`src/rtl/debounce_pkg.sv`:
```
// debounce_pkg: shared types and constants for the button debouncer.
// Latency: n/a (types and constants only).
// Backpressure: n/a.
package debounce_pkg;

   // Width of the per-channel agree counter (holds up to 15 samples).
   localparam int CNT_W = 4;

   // Per-channel debounce state: a stable level, or a pending change toward the other level.
   typedef enum logic [1:0] {
      STABLE_LOW  = 2'd0,
      PEND_HIGH   = 2'd1,
      STABLE_HIGH = 2'd2,
      PEND_LOW    = 2'd3
   } deb_state_t;

endpackage : debounce_pkg

```
`src/rtl/debounce_channel.sv`:
```
// debounce_channel: one button channel, accepts a change after STABLE_SAMPLES agreeing ticks.
// Latency: STABLE_SAMPLES ticks from synchronized edge; level and pulse update on the same clk.
// Backpressure: none; press/rel are single-clk strobes, level is a steady output.
// Build option: DEBOUNCE_AUTOREPEAT_EN adds periodic press pulses while the channel stays high.
module debounce_channel
   import debounce_pkg::*;
#(
   parameter int STABLE_SAMPLES = 4,
   parameter int REPEAT_DELAY   = 100,
   parameter int REPEAT_RATE    = 20
) (
   input  logic clk,
   input  logic reset,
   input  logic tick,
   input  logic din,
   output logic level,
   output logic press,
   output logic rel
);

   localparam logic [CNT_W-1:0] SS_LAST = CNT_W'(STABLE_SAMPLES);

   deb_state_t       state_q, state_d;
   logic [CNT_W-1:0] cnt_q, cnt_d, cnt_inc;
   logic             acc_press, acc_rel;
   logic             rpt_press;
   logic             press_q, rel_q;

   // Next state and agree count; only tick cycles can move the FSM.
   always_comb begin
      state_d   = state_q;
      cnt_d     = cnt_q;
      acc_press = 1'b0;
      acc_rel   = 1'b0;
      cnt_inc   = cnt_q + CNT_W'(1);
      if (tick) begin
         case (state_q)
            STABLE_LOW: begin
               if (din) begin
                  state_d = PEND_HIGH;
                  cnt_d   = CNT_W'(1);
               end
            end
            PEND_HIGH: begin
               if (!din) begin
                  state_d = STABLE_LOW;
                  cnt_d   = '0;
               end else if (cnt_inc == SS_LAST) begin
                  state_d   = STABLE_HIGH;
                  cnt_d     = '0;
                  acc_press = 1'b1;
               end else begin
                  cnt_d = cnt_inc;
               end
            end
            STABLE_HIGH: begin
               if (!din) begin
                  state_d = PEND_LOW;
                  cnt_d   = CNT_W'(1);
               end
            end
            PEND_LOW: begin
               if (din) begin
                  state_d = STABLE_HIGH;
                  cnt_d   = '0;
               end else if (cnt_inc == SS_LAST) begin
                  state_d = STABLE_LOW;
                  cnt_d   = '0;
                  acc_rel = 1'b1;
               end else begin
                  cnt_d = cnt_inc;
               end
            end
            default: begin
               state_d = STABLE_LOW;
               cnt_d   = '0;
            end
         endcase
      end
   end

`ifdef DEBOUNCE_AUTOREPEAT_EN
   localparam int RPT_MAX = (REPEAT_DELAY > REPEAT_RATE) ? REPEAT_DELAY : REPEAT_RATE;
   localparam int RPT_W   = $clog2(RPT_MAX + 1);

   logic [RPT_W-1:0] rpt_cnt_q, rpt_cnt_d, rpt_inc, rpt_target;
   logic             rpt_armed_q, rpt_armed_d;

   // Repeat timing: first wait REPEAT_DELAY ticks, then REPEAT_RATE ticks between presses.
   always_comb begin
      rpt_cnt_d   = rpt_cnt_q;
      rpt_armed_d = rpt_armed_q;
      rpt_press   = 1'b0;
      rpt_inc     = rpt_cnt_q + RPT_W'(1);
      rpt_target  = rpt_armed_q ? RPT_W'(REPEAT_RATE) : RPT_W'(REPEAT_DELAY);
      if (state_q != STABLE_HIGH) begin
         rpt_cnt_d   = '0;
         rpt_armed_d = 1'b0;
      end else if (tick) begin
         if (rpt_inc == rpt_target) begin
            rpt_press   = 1'b1;
            rpt_cnt_d   = '0;
            rpt_armed_d = 1'b1;
         end else begin
            rpt_cnt_d = rpt_inc;
         end
      end
   end

   // Repeat counter registers.
   always_ff @(posedge clk or negedge reset) begin
      if (!reset) begin
         rpt_cnt_q   <= '0;
         rpt_armed_q <= 1'b0;
      end else begin
         rpt_cnt_q   <= rpt_cnt_d;
         rpt_armed_q <= rpt_armed_d;
      end
   end
`else
   // Auto-repeat absent: the always-false expression only keeps the repeat parameters referenced.
   assign rpt_press = (REPEAT_DELAY < 0) && (REPEAT_RATE < 0);
`endif

   // State, agree counter and registered pulses.
   always_ff @(posedge clk or negedge reset) begin
      if (!reset) begin
         state_q <= STABLE_LOW;
         cnt_q   <= '0;
         press_q <= 1'b0;
         rel_q   <= 1'b0;
      end else begin
         state_q <= state_d;
         cnt_q   <= cnt_d;
         press_q <= acc_press | rpt_press;
         rel_q   <= acc_rel;
      end
   end

   // Level is high in STABLE_HIGH and while a release is still pending.
   assign level = (state_q == STABLE_HIGH) || (state_q == PEND_LOW);
   assign press = press_q;
   assign rel   = rel_q;

endmodule : debounce_channel

```
`src/rtl/button_debouncer.sv`:
```
// button_debouncer: N_BTN debounced buttons with a shared sample tick and press/release strobes.
// Latency: 2 clk synchronizer + STABLE_SAMPLES ticks; level and pulse registered together.
// Backpressure: none; outputs are free-running. Build option: DEBOUNCE_AUTOREPEAT_EN (auto-repeat).
module button_debouncer
   import debounce_pkg::*;
#(
   parameter int N_BTN          = 4,
   parameter int TICK_DIV       = 250000,
   parameter int STABLE_SAMPLES = 4,
   parameter int REPEAT_DELAY   = 100,
   parameter int REPEAT_RATE    = 20
) (
   input  logic             clk,
   input  logic             reset,
   input  logic [N_BTN-1:0] btn_in,
   output logic [N_BTN-1:0] btn_level,
   output logic [N_BTN-1:0] btn_press,
   output logic [N_BTN-1:0] btn_release,
   output logic             tick
);

   localparam int                TICK_W    = $clog2(TICK_DIV);
   localparam logic [TICK_W-1:0] TICK_LAST = TICK_W'(TICK_DIV - 1);

   logic [N_BTN-1:0]  sync1, sync2;
   logic [TICK_W-1:0] tick_cnt;

   // Two-flop synchronizer on the raw button levels.
   always_ff @(posedge clk or negedge reset) begin
      if (!reset) begin
         sync1 <= '0;
         sync2 <= '0;
      end else begin
         sync1 <= btn_in;
         sync2 <= sync1;
      end
   end

   // Free-running sample divider, 0..TICK_DIV-1.
   always_ff @(posedge clk or negedge reset) begin
      if (!reset) begin
         tick_cnt <= '0;
      end else if (tick) begin
         tick_cnt <= '0;
      end else begin
         tick_cnt <= tick_cnt + TICK_W'(1);
      end
   end

   assign tick = (tick_cnt == TICK_LAST);

   for (genvar i = 0; i < N_BTN; i++) begin : g_chan
      debounce_channel #(
         .STABLE_SAMPLES (STABLE_SAMPLES),
         .REPEAT_DELAY   (REPEAT_DELAY),
         .REPEAT_RATE    (REPEAT_RATE)
      ) u_chan (
         .clk   (clk),
         .reset (reset),
         .tick  (tick),
         .din   (sync2[i]),
         .level (btn_level[i]),
         .press (btn_press[i]),
         .rel   (btn_release[i])
      );
   end

endmodule : button_debouncer
```
`config.mk`:
```
export PLATFORM = sky130hd
export DESIGN_NAME = button_debouncer
export DESIGN_NICKNAME = d
export VERILOG_FILES = /design/src/rtl/debounce_pkg.sv /design/src/rtl/debounce_channel.sv /design/src/rtl/button_debouncer.sv
export SDC_FILE = /design/constraint.sdc
export NUM_CORES = 1
export LEC_CHECK = 0
export CAP_MARGIN = 10
export CELL_PAD_IN_SITES_DETAIL_PLACEMENT = 0
export CELL_PAD_IN_SITES_GLOBAL_PLACEMENT = 1
export CORE_MARGIN = 2
export CORE_UTILIZATION = 27
export CTS_CLUSTER_SIZE = 12
export DETAILED_ROUTE_END_ITERATION = 7
export PLACE_DENSITY = 0.53
export SLEW_MARGIN = 10
export SYNTH_ARGS = -nofsm -noshare
export SYNTH_HDL_FRONTEND = slang
export SYNTH_HIERARCHICAL = 1
export SYNTH_SLANG_ARGS = --single-unit
export TNS_END_PERCENT = 20
```
`constraint.sdc`:
```
create_clock -name clk -period 5.02 [get_ports clk]
set_clock_uncertainty 0.15 [all_clocks]
set_input_delay 0.753 -clock clk [delete_from_list [all_inputs] [get_ports clk]]
set_output_delay 0.753 -clock clk [all_outputs]
set_load 0.01 [all_outputs]
```
==> results of run 1 <==
## logic make-up (layout without fill, tap and decap cells)
family / Yosys count / count (layout) / synth area share, %
AND/OR/NAND/NOR: 107 / 107 / 23.7
AO/OA/AOI/OAI: 34 / 34 / 8.41
multiplexers: 9 / 9 / 3.83
XOR/XNOR: 22 / 22 / 7.76
adder cells (fa/ha/maj): 9 / 9 / 3.92
buffers and inverters: 9 / 41 / 1.87
flip-flops: 58 / 58 / 50.5
## flip-flops by register name, indices dropped and copies added (netlist names), named ones only
register	cells
tick_cnt	18
g_chan.u_chan/cnt_q	16
g_chan.u_chan/press	4
g_chan.u_chan/rel	4
g_chan.u_chan/state_q	4
sync1	4
sync2	4
## cell type report
cell class	count	area, sq um	area share (%)
clock buffers	11	141	4.17
multi-input cells	181	1370	40.3
repair buffers	20	190	5.61
inverters	5	18.8	0.553
well taps	136	170	5.02
flip-flops and latches	58	1450	42.8
clock inverters	5	53.8	1.59
## worst reg2reg max path: stages (launching register included)
cell and delay [ns]:
dfrtp_1 0.43, or4b_4 0.58, nor3_4 0.20, buf_4 0.35, nand2_1 0.14, o21bai_2 0.25, mux2_4 0.31
## stage by stage
| stage | utilization, % | hold WS (ns) | cell area, sq um |
|---|---|---|---|
| 2_1_floorplan | - | 0.181 | 2870 |
| 3_3_place_gp | 31.0 | 0.183 | 3200 |
| 3_5_place_dp | 31.0 | 0.186 | 3200 |
| 4_1_cts | 32.9 | 0.203 | 3390 |
| 5_1_grt | 32.9 | 0.208 | 3390 |
| 6_report | 32.9 | 0.200 | 3390 |
## power by group through the flow
stage	Clock [uW]	Sequential, uW	Combinational, uW
after floorplan	0	482	3.05
after global placement	0	482	17.9
after detailed placement	0	482	17.7
after CTS	454	473	17.8
after global routing	471	473	19.4
final	428	473	16.5
## cells in the final DEF (no fill, tap or decap), types with 5 or more instances in the layout
cell	count
dfrtp_1	58
nand2_1	30
clkdlybuf4s50_1	17
o21ai_0	16
nor2_1	12
xor2_1	10
clkbuf_8	10
nor2b_1	9
ha_1	9
nand3_1	8
xnor2_1	8
a211o_1	8
nor3b_1	8
nor4b_1	8
mux2i_1	5
inv_1	5
## metal layers
| layer | global-route usage, % | vias up | wire [microns] |
|---|---|---|---|
| li1 | - | 936 | - |
| met1 | 14.0 | 919 | 2610 |
| met2 | 14.9 | 15 | 2360 |
| met3 | 2.55 | 10 | 113 |
| met4 | 5.29 | 0 | 98 |
| met5 | 0 | - | 0 |
## worst max path at each step
| stage | start | to | slack [ns] | cells past startpoint |
|---|---|---|---|---|
| 5_1_grt | tick_cnt[11]$_DFF_PN0_ | tick | 1.92 | 4 |
| 4_1_cts | tick_cnt[8]$_DFF_PN0_ | tick | 1.98 | 3 |
| 6_report | tick_cnt[8]$_DFF_PN0_ | tick | 2.03 | 3 |
| 3_3_place_gp | tick_cnt[8]$_DFF_PN0_ | tick | 2.38 | 3 |
| 2_1_floorplan | tick_cnt[8]$_DFF_PN0_ | flip-flop | 2.34 | 5 |
| 3_5_place_dp | tick_cnt[8]$_DFF_PN0_ | tick | 2.37 | 3 |
==> flow_metrics.tcl, run 1 <==
set metrics [dict create \
    postCtsHoldBufs 0 \
    synthTopCellsByCount "58 x dfrtp_1, 30 x nand2_1, 16 x o21ai_0, 12 x nor2_1, 10 x xor2_1" \
    setup_viol_count_final 0 \
    root_buffer "clkbuf_8" \
    routed_wirelength_microns 5180 \
    rows 37 \
    diodes 0 \
    final_cells 416 \
    maxSlewHeadroom_pct 48.7 \
    clk_pin_slew_ns 0.07 \
    ctsHtreeMaxLevel 3 \
    vias 1880 \
    grtUsageTotal_pct 10.2 \
    synth_seq_cells 58 \
    gp_congestion 0.756 \
    grt_pass1_wl_microns 9180 \
    netlist_instances 248 \
    cpMaxStageDelayCell "or4b_4" \
    fin_setup_tns_ns 0 \
    switching_share_pct 21.9 \
    fin_crit_ns 2.99 \
    antenna_found_initial 0 \
    crit_type "flip-flop to primary output" \
    p_leak_uw 0.00151 \
    yosysTopAreaCell "dfrtp_1" \
    drc 0 \
    synth_area_leaders "dfrtp_1 51%, ha_1 3.9%, nand2_1 3.9%" \
    core_sq_mm 0.0103 \
    cap_violations 0 \
    portBuffers 18 \
    ff2ff_setup_slack_ns 2.51 \
    post_cts_buffers 0 \
    max_stage_delay_ns 0.57 \
    hold_start "sync1[3]$_DFF_PN0_" \
    start_kind "flip-flop" \
    intPower_uw 717 \
    r2r_cells 6 \
    switchingPower_uw 201 \
    dr.pass1.iters 4 \
    fmax_mhz 334 \
    cts_tree "done" \
    place_hpwl_microns 3340 \
    rsz0062_at_grt "false" \
    grt_max_degree 59 \
    pwr-share-comb_pct 1.8 \
    clock-sinks 58 \
    fill_cells 1056 \
    crit_buf_inv 1 \
    p_clk_share_pct 46.7 \
    yosysWarnings 6 \
    clock_latency_ns 0.33 \
    wl_per_cell_microns 12.5 \
    min_to "sync2[3]$_DFF_PN0_" \
    area.growth.synth_to_final_pct 18.1 \
    crit_family "simple AND/OR/NAND/NOR gates" \
    path_max_fanout 3 \
    dp_cells 400 \
    clockBufferDepth 2 \
    initial_utilization_pct 27.8 \
    yosysTopAreaCellShare_pct 50.5 \
    place_ws_ns 2.37 \
    min_path_cells 0 \
    p_total_uw 918 \
    async_flop_share_pct 100 \
    hold_viol 0 \
    pwr_density_cell_mw_per_mm2 271 \
    crit_arrival_ns 2.09 \
    grt_pass1_vias 1876 \
    ant_nets 0 \
    die_w_microns 107 \
    cp_cell_sequence "or4b_4 -> nor3_4 -> clkdlybuf4s50_1" \
    r2r-start "tick_cnt[8]$_DFF_PN0_" \
    synth.yosys.seq_area_share_pct 50.5 \
    synth_area_sq_mm 0.00287 \
    outcome "complete, no violations" \
    slew_violations 0 \
    first_iter_violations 86 \
    viasPerCell 4.52 \
    timing.final.ws_setup_ns 2.03 \
    sequentialPowerShare_pct 51.5 \
    drive_gt1_share_pct 15.7 \
    nNetsFinal 290 \
    synthFlopType "dfrtp_1" \
    synth.distinct_cells 36 \
    post_cts_resize_count 0 \
    min_period_over_period_pct 59.6 \
    vdd_drop_max_mv 0.0857 \
    synth_most_common_cell "dfrtp_1" \
    required_ns 4.12 \
    io-pin-count 19 \
    cts-buffers-inserted 9 \
    overflow 0 \
    worst_slew_pin_slew_ns 0.770 \
    cp-end-kind "primary output" \
    die_y_microns 107 \
    syn_avg_cell_area_sq_um 11.6 \
    fp.dieArea_sq_mm 0.0115 \
    synth_nets 263 \
    hold_class "flip-flop to flip-flop" \
    synth_edf_count 0 \
]
No activity file was read; power rests on OpenSTA's default activity.
==> run 2, diff against run 1 <==
--- a/config.mk
+++ b/config.mk
@@ -12,7 +12,7 @@
 export CORE_UTILIZATION = 27
 export CTS_CLUSTER_SIZE = 12
 export DETAILED_ROUTE_END_ITERATION = 7
-export PLACE_DENSITY = 0.53
+export PLACE_DENSITY = 0.55
 export SLEW_MARGIN = 10
 export SYNTH_ARGS = -nofsm -noshare
 export SYNTH_HDL_FRONTEND = slang
==> constraint.sdc (replaced) <==
create_clock -name clk -period 2.5 [get_ports clk]
set_clock_uncertainty 0.15 [all_clocks]
set_input_delay 0.375 -clock clk [delete_from_list [all_inputs] [get_ports clk]]
set_output_delay 0.375 -clock clk [all_outputs]
set_load 0.01 [all_outputs]
==> run 2 against run 1 <==
  * Sequential share of layout area fell by 0.79 points
  * Count of clock-buffer cells in the layout up 3
  * Sequential power rose by 100%
  * Via count grew 1.5%
  * Worst setup slack got worse by 1.8 ns
  * Global-route usage increased by 0.14 points
==> flow_metrics.tcl, run 2 (synthesis gave the netlist of run 1 again) <==
set metrics [dict create \
    outcome "complete, no violations" \
    nNetsFinal 296 \
    antenna_found_initial 0 \
    final_cells 422 \
    cts-buffers-inserted 9 \
    regMostFlops "tick_cnt" \
    cp-startpoint "tick_cnt[8]$_DFF_PN0_" \
    initial_utilization_pct 27.8 \
    diodes 0 \
    vias 1908 \
    final_common_cell "dfrtp_1" \
    min_path_cells 0 \
    hold_viol 0 \
    min_period_over_period_pct 92.0 \
    largest_reg_flops 18 \
    p_leak_uw 0.00155 \
    core_sq_mm 0.0103 \
    ctsHtreeMaxLevel 3 \
    path_max_fanout 3 \
    clock_latency_ns 0.33 \
    root_buffer "clkbuf_8" \
    fin_crit_ns 2.30 \
    io-pin-count 19 \
    area.growth.synth_to_final_pct 20.3 \
    fmax_mhz 435 \
    dr.pass1.iters 4 \
    hold_start "sync1[2]$_DFF_PN0_" \
    r2r_cells 6 \
    worst_slew_pin_slew_ns 0.597 \
    grt_pass1_wl_microns 9280 \
    gp_congestion 0.704 \
    rsz0062_at_grt "false" \
    r2r-start "tick_cnt[8]$_DFF_PN0_" \
    grtUsageTotal_pct 10.4 \
    clk_pin_slew_ns 0.06 \
    layout_common_cells "58 x dfrtp_1, 30 x nand2_1, 16 x o21ai_0, 16 x clkdlybuf4s50_1" \
    setup_viol_count_final 0 \
    start_kind "flip-flop" \
    cap_violations 0 \
    portBuffers 18 \
    place_hpwl_microns 3820 \
    drc 0 \
    first_iter_violations 68 \
    required_ns 1.98 \
    grt_max_degree 26 \
    crit_arrival_ns 1.78 \
    grt_pass1_vias 1959 \
    clockBufferDepth 2 \
    hold_class "flip-flop to flip-flop" \
    dp_cells 405 \
    pwr_density_cell_mw_per_mm2 512 \
    die_w_microns 107 \
    final_util_pct 33.5 \
    overflow 0 \
    die_y_microns 107 \
    viasPerCell 4.52 \
    crit_type "flip-flop to primary output" \
    ant_nets 0 \
    top_regs "tick_cnt (18), g_chan.u_chan/cnt_q (16)" \
    maxSlewHeadroom_pct 60.2 \
    vdd_drop_max_mv 0.217 \
    fill_cells 1043 \
    routed_wirelength_microns 5300 \
    cts_tree "done" \
    fp.dieArea_sq_mm 0.0115 \
    post_cts_buffers 0 \
    cp-end-kind "primary output" \
    rows 37 \
    slew_violations 0 \
    drive_gt1_share_pct 16.8 \
    clock-sinks 58 \
    wl_per_cell_microns 12.5 \
]
run 2: cell type report:
type                    instances  area, sq um  share of cell area, %
multi-input cells             181         1400                   40.4
flip-flops and latches         58         1450                   42.0
clock inverters                 2         10.0                  0.290
clock buffers                  14          173                   5.00
repair buffers                 26          236                   6.84
well taps                     136          170                   4.92
inverters                       5         18.8                  0.543
run 2: final timing paths:
kind | slack, ns | end
max in group asynchronous | 1.07 | tick_cnt[6]$_DFF_PN0_
worst min register to register | 0.20 | sync2[2]$_DFF_PN0_
worst max register to register | 0.26 | flip-flop
min in group asynchronous | 0.45 | g_chan[2].u_chan/cnt_q[2]$_DFFE_PN0P_
worst min-delay path | 0.20 | sync2[2]$_DFF_PN0_
worst max-delay path | 0.20 | tick
run 2: power breakdown:
| group | internal (uW) | leakage (uW) | switching [uW] | total (uW) |
|---|---|---|---|---|
| sequential | 945 | 0.000778 | 5.52 | 951 |
| clock | 438 | 0.0000965 | 345 | 784 |
| combinational | 12.1 | 0.000674 | 23.8 | 36.0 |
| total | 1400 | 0.00155 | 375 | 1770 |
run 2: what timing repair did:
action,4_1_cts,5_1_grt
setup endpoints to repair,1,0
hold endpoints to repair,23,0
hold buffers,1,0
resized for setup,1,0
run 2: routing by layer:
metal	part of all wire, %	global-route usage, %	wire length, microns
met5	0	0	0
met4	2.2	4.73	115
met3	2.9	3.28	152
met2	50	16.8	2640
met1	45	12.6	2390
run 2: worst max-delay path: stages, from the launching register on:
cell           delay [ns]
dfrtp_1              0.43
or4b_4               0.55
nor3_4               0.16
dlygate4sd2_1        0.31
run 2: stage by stage:
step                      hold slack (ns)  area [sq um]  setup slack [ns]  TNS [ns]  power [uW]
after floorplan                   -0.0706          2900           -0.0963    -0.678         973
after global placement              0.183          3260             0.264         0        1010
after detailed placement            0.186          3260             0.237         0        1010
after CTS                           0.201          3460             0.147         0        1820
after global routing                0.206          3460            0.0239         0        1860
final                               0.197          3460             0.199         0        1770
==> run 3, diff against run 2 <==
--- a/config.mk
+++ b/config.mk
@@ -5,14 +5,14 @@
 export SDC_FILE = /design/constraint.sdc
 export NUM_CORES = 1
 export LEC_CHECK = 0
-export CAP_MARGIN = 10
+export CAP_MARGIN = 30
 export CELL_PAD_IN_SITES_DETAIL_PLACEMENT = 0
 export CELL_PAD_IN_SITES_GLOBAL_PLACEMENT = 1
 export CORE_MARGIN = 2
 export CORE_UTILIZATION = 27
 export CTS_CLUSTER_SIZE = 12
 export DETAILED_ROUTE_END_ITERATION = 7
-export PLACE_DENSITY = 0.55
+export PLACE_DENSITY = 0.53
 export SLEW_MARGIN = 10
 export SYNTH_ARGS = -nofsm -noshare
 export SYNTH_HDL_FRONTEND = slang
==> constraint.sdc (replaced) <==
create_clock -name clk -period 2.4 [get_ports clk]
set_clock_uncertainty 0.15 [all_clocks]
set_input_delay 0.36 -clock clk [delete_from_list [all_inputs] [get_ports clk]]
set_output_delay 0.36 -clock clk [all_outputs]
set_load 0.01 [all_outputs]
==> run 3 against run 2 <==
  * Power is 6.0% higher
  * Via count is 1.5% higher
  * Hold slack better by 0.00084 ns
  * Sequential share of layout area is 1.3 points lower
  * Count of clock-buffer cells in the layout is 2 lower
  * Final area is 3.2% higher
  * Global-route usage is 0.37 points higher
  * Die area stayed put
  * Highest routed layer unchanged
==> flow_metrics.tcl, run 3 (synthesis gave the netlist of run 1 again) <==
set metrics [dict create \
    place_ws_ns 0.0761 \
    vdd_drop_max_mv 0.230 \
    p_clk_share_pct 45.2 \
    fmax_mhz 434 \
    wl_per_cell_microns 12.8 \
    outcome "complete, no violations" \
    rsz0062_at_grt "true" \
    cp_cell_sequence "or4b_4 -> nor3_4 -> buf_6 -> buf_12 -> nand2_1 -> o21bai_4 -> mux2_4" \
    start_kind "flip-flop" \
    nNetsFinal 303 \
    fin_crit_ns 2.31 \
    setup_viol_count_final 0 \
    pwr-share-comb_pct 2.0 \
    final_common_cell "dfrtp_1" \
    drive_gt1_share_pct 19.8 \
    clock-sinks 58 \
    slew_violations 0 \
    viasPerCell 4.52 \
    crit_family "simple AND/OR/NAND/NOR gates" \
    die_w_microns 107 \
    portBuffers 18 \
    clk_pin_slew_ns 0.07 \
    sequentialPowerShare_pct 52.7 \
    grt_pass1_wl_microns 9690 \
    initial_utilization_pct 27.8 \
    timing.final.ws_setup_ns 0.0933 \
    core_sq_mm 0.0103 \
    crit_buf_inv 2 \
    fin_setup_tns_ns 0 \
    cp-end-kind "flip-flop" \
    overflow 0 \
    hold_viol 0 \
    first_iter_violations 99 \
    grt_pass1_vias 2006 \
    cts-buffers-inserted 9 \
    ctsHtreeMaxLevel 3 \
    top_regs "tick_cnt (18), g_chan.u_chan/cnt_q (16)" \
    cap_violations 0 \
    p_leak_uw 0.00159 \
    switchingPower_uw 423 \
    pwr_density_cell_mw_per_mm2 527 \
    crit_type "flip-flop to flip-flop" \
    area.growth.synth_to_final_pct 24.1 \
    intPower_uw 1450 \
    root_buffer "clkbuf_8" \
    rows 37 \
    clock_latency_ns 0.33 \
    grtUsageTotal_pct 10.8 \
    place_hpwl_microns 3510 \
    routed_wirelength_microns 5480 \
    worst_slew_pin_slew_ns 0.414 \
    grt_max_degree 59 \
    diodes 0 \
    die_y_microns 107 \
    dr.pass1.iters 4 \
    gp_congestion 0.698 \
    io-pin-count 19 \
    cts_tree "done" \
    clockBufferDepth 2 \
    crit_arrival_ns 2.37 \
    switching_share_pct 22.6 \
    min_period_over_period_pct 96.1 \
    cpMaxStageDelayCell "or4b_4" \
    regMostFlops "tick_cnt" \
    final_util_pct 34.5 \
    hold_class "flip-flop to flip-flop" \
    ant_nets 0 \
    layout_common_cells "58 x dfrtp_1, 30 x nand2_1, 16 x o21ai_0, 16 x clkdlybuf4s50_1" \
    drc 0 \
    required_ns 2.47 \
    vias 1937 \
    antenna_found_initial 0 \
    path_max_fanout 12 \
    fp.dieArea_sq_mm 0.0115 \
    max_stage_delay_ns 0.56 \
    largest_reg_flops 18 \
    maxSlewHeadroom_pct 72.1 \
]
[run 3: changes by cell type in the layout (fill, tap and decap cells not counted), moves of 2 or more]
cell        change
clkinvlp_4      +2
buf_12          +2
clkbuf_1        -2
buf_4           +3
[run 3: final timing paths]
path	from	end	slack, ns	cells after the start
max	tick_cnt[9]$_DFF_PN0_	flip-flop	0.09	7
min	sync1[1]$_DFF_PN0_	sync2[1]$_DFF_PN0_	0.20	0
max reg2reg	tick_cnt[9]$_DFF_PN0_	flip-flop	0.09	7
min reg2reg	sync1[1]$_DFF_PN0_	sync2[1]$_DFF_PN0_	0.20	0
max in group asynchronous	reset	tick_cnt[10]$_DFF_PN0_	1.42	3
min in group asynchronous	reset	g_chan[2].u_chan/cnt_q[3]$_DFFE_PN0P_	0.40	3
[run 3: metrics by stage]
stage | cell area (sq um) | total power, uW | cells | hold WS, ns
6_report | 3560 | 1880 | 429 | 0.198
2_1_floorplan | 2900 | 1010 | 248 | -0.0856
5_1_grt | 3560 | 1970 | 429 | 0.205
4_1_cts | 3530 | 1920 | 428 | 0.201
3_3_place_gp | 3330 | 1050 | 410 | 0.186
3_5_place_dp | 3330 | 1050 | 410 | 0.185
[run 3: power groups by stage]
stage | clock (uW) | combinational, uW | sequential (uW)
after floorplan | 0 | 6.38 | 1010
after global placement | 0 | 39.7 | 1010
after detailed placement | 0 | 39.5 | 1010
after CTS | 889 | 40.9 | 990
after global routing | 936 | 44.6 | 990
final | 849 | 38.4 | 990
[run 3: layout make-up]
cell class / instances / area (sq um)
fill: 1024 / 6760
sequential: 58 / 1450
multi-input combinational: 181 / 1400
timing repair buffer: 33 / 337
tap: 136 / 170
clock buffer: 12 / 165
clock inverter: 4 / 25.0
inverter: 5 / 18.8
[run 3: routing by layer]
metal / GRT usage [%] / up-vias / share of wire (%)
met1: 14.4 / 948 / 50
li1: - / 956 / -
met4: 4.17 / 0 / 1.7
met3: 3.47 / 9 / 2.6
met5: 0 / - / 0
met2: 16.1 / 24 / 46
[run 3: what timing repair did]
item                                    CTS  global route
endpoints found under the setup margin    1             6
pin swaps                                 1             0
resized for setup                         1             3
endpoints found under the hold margin    58             0
gates cloned                              0             1
hold buffers                              1             0
setup buffers                             1             0
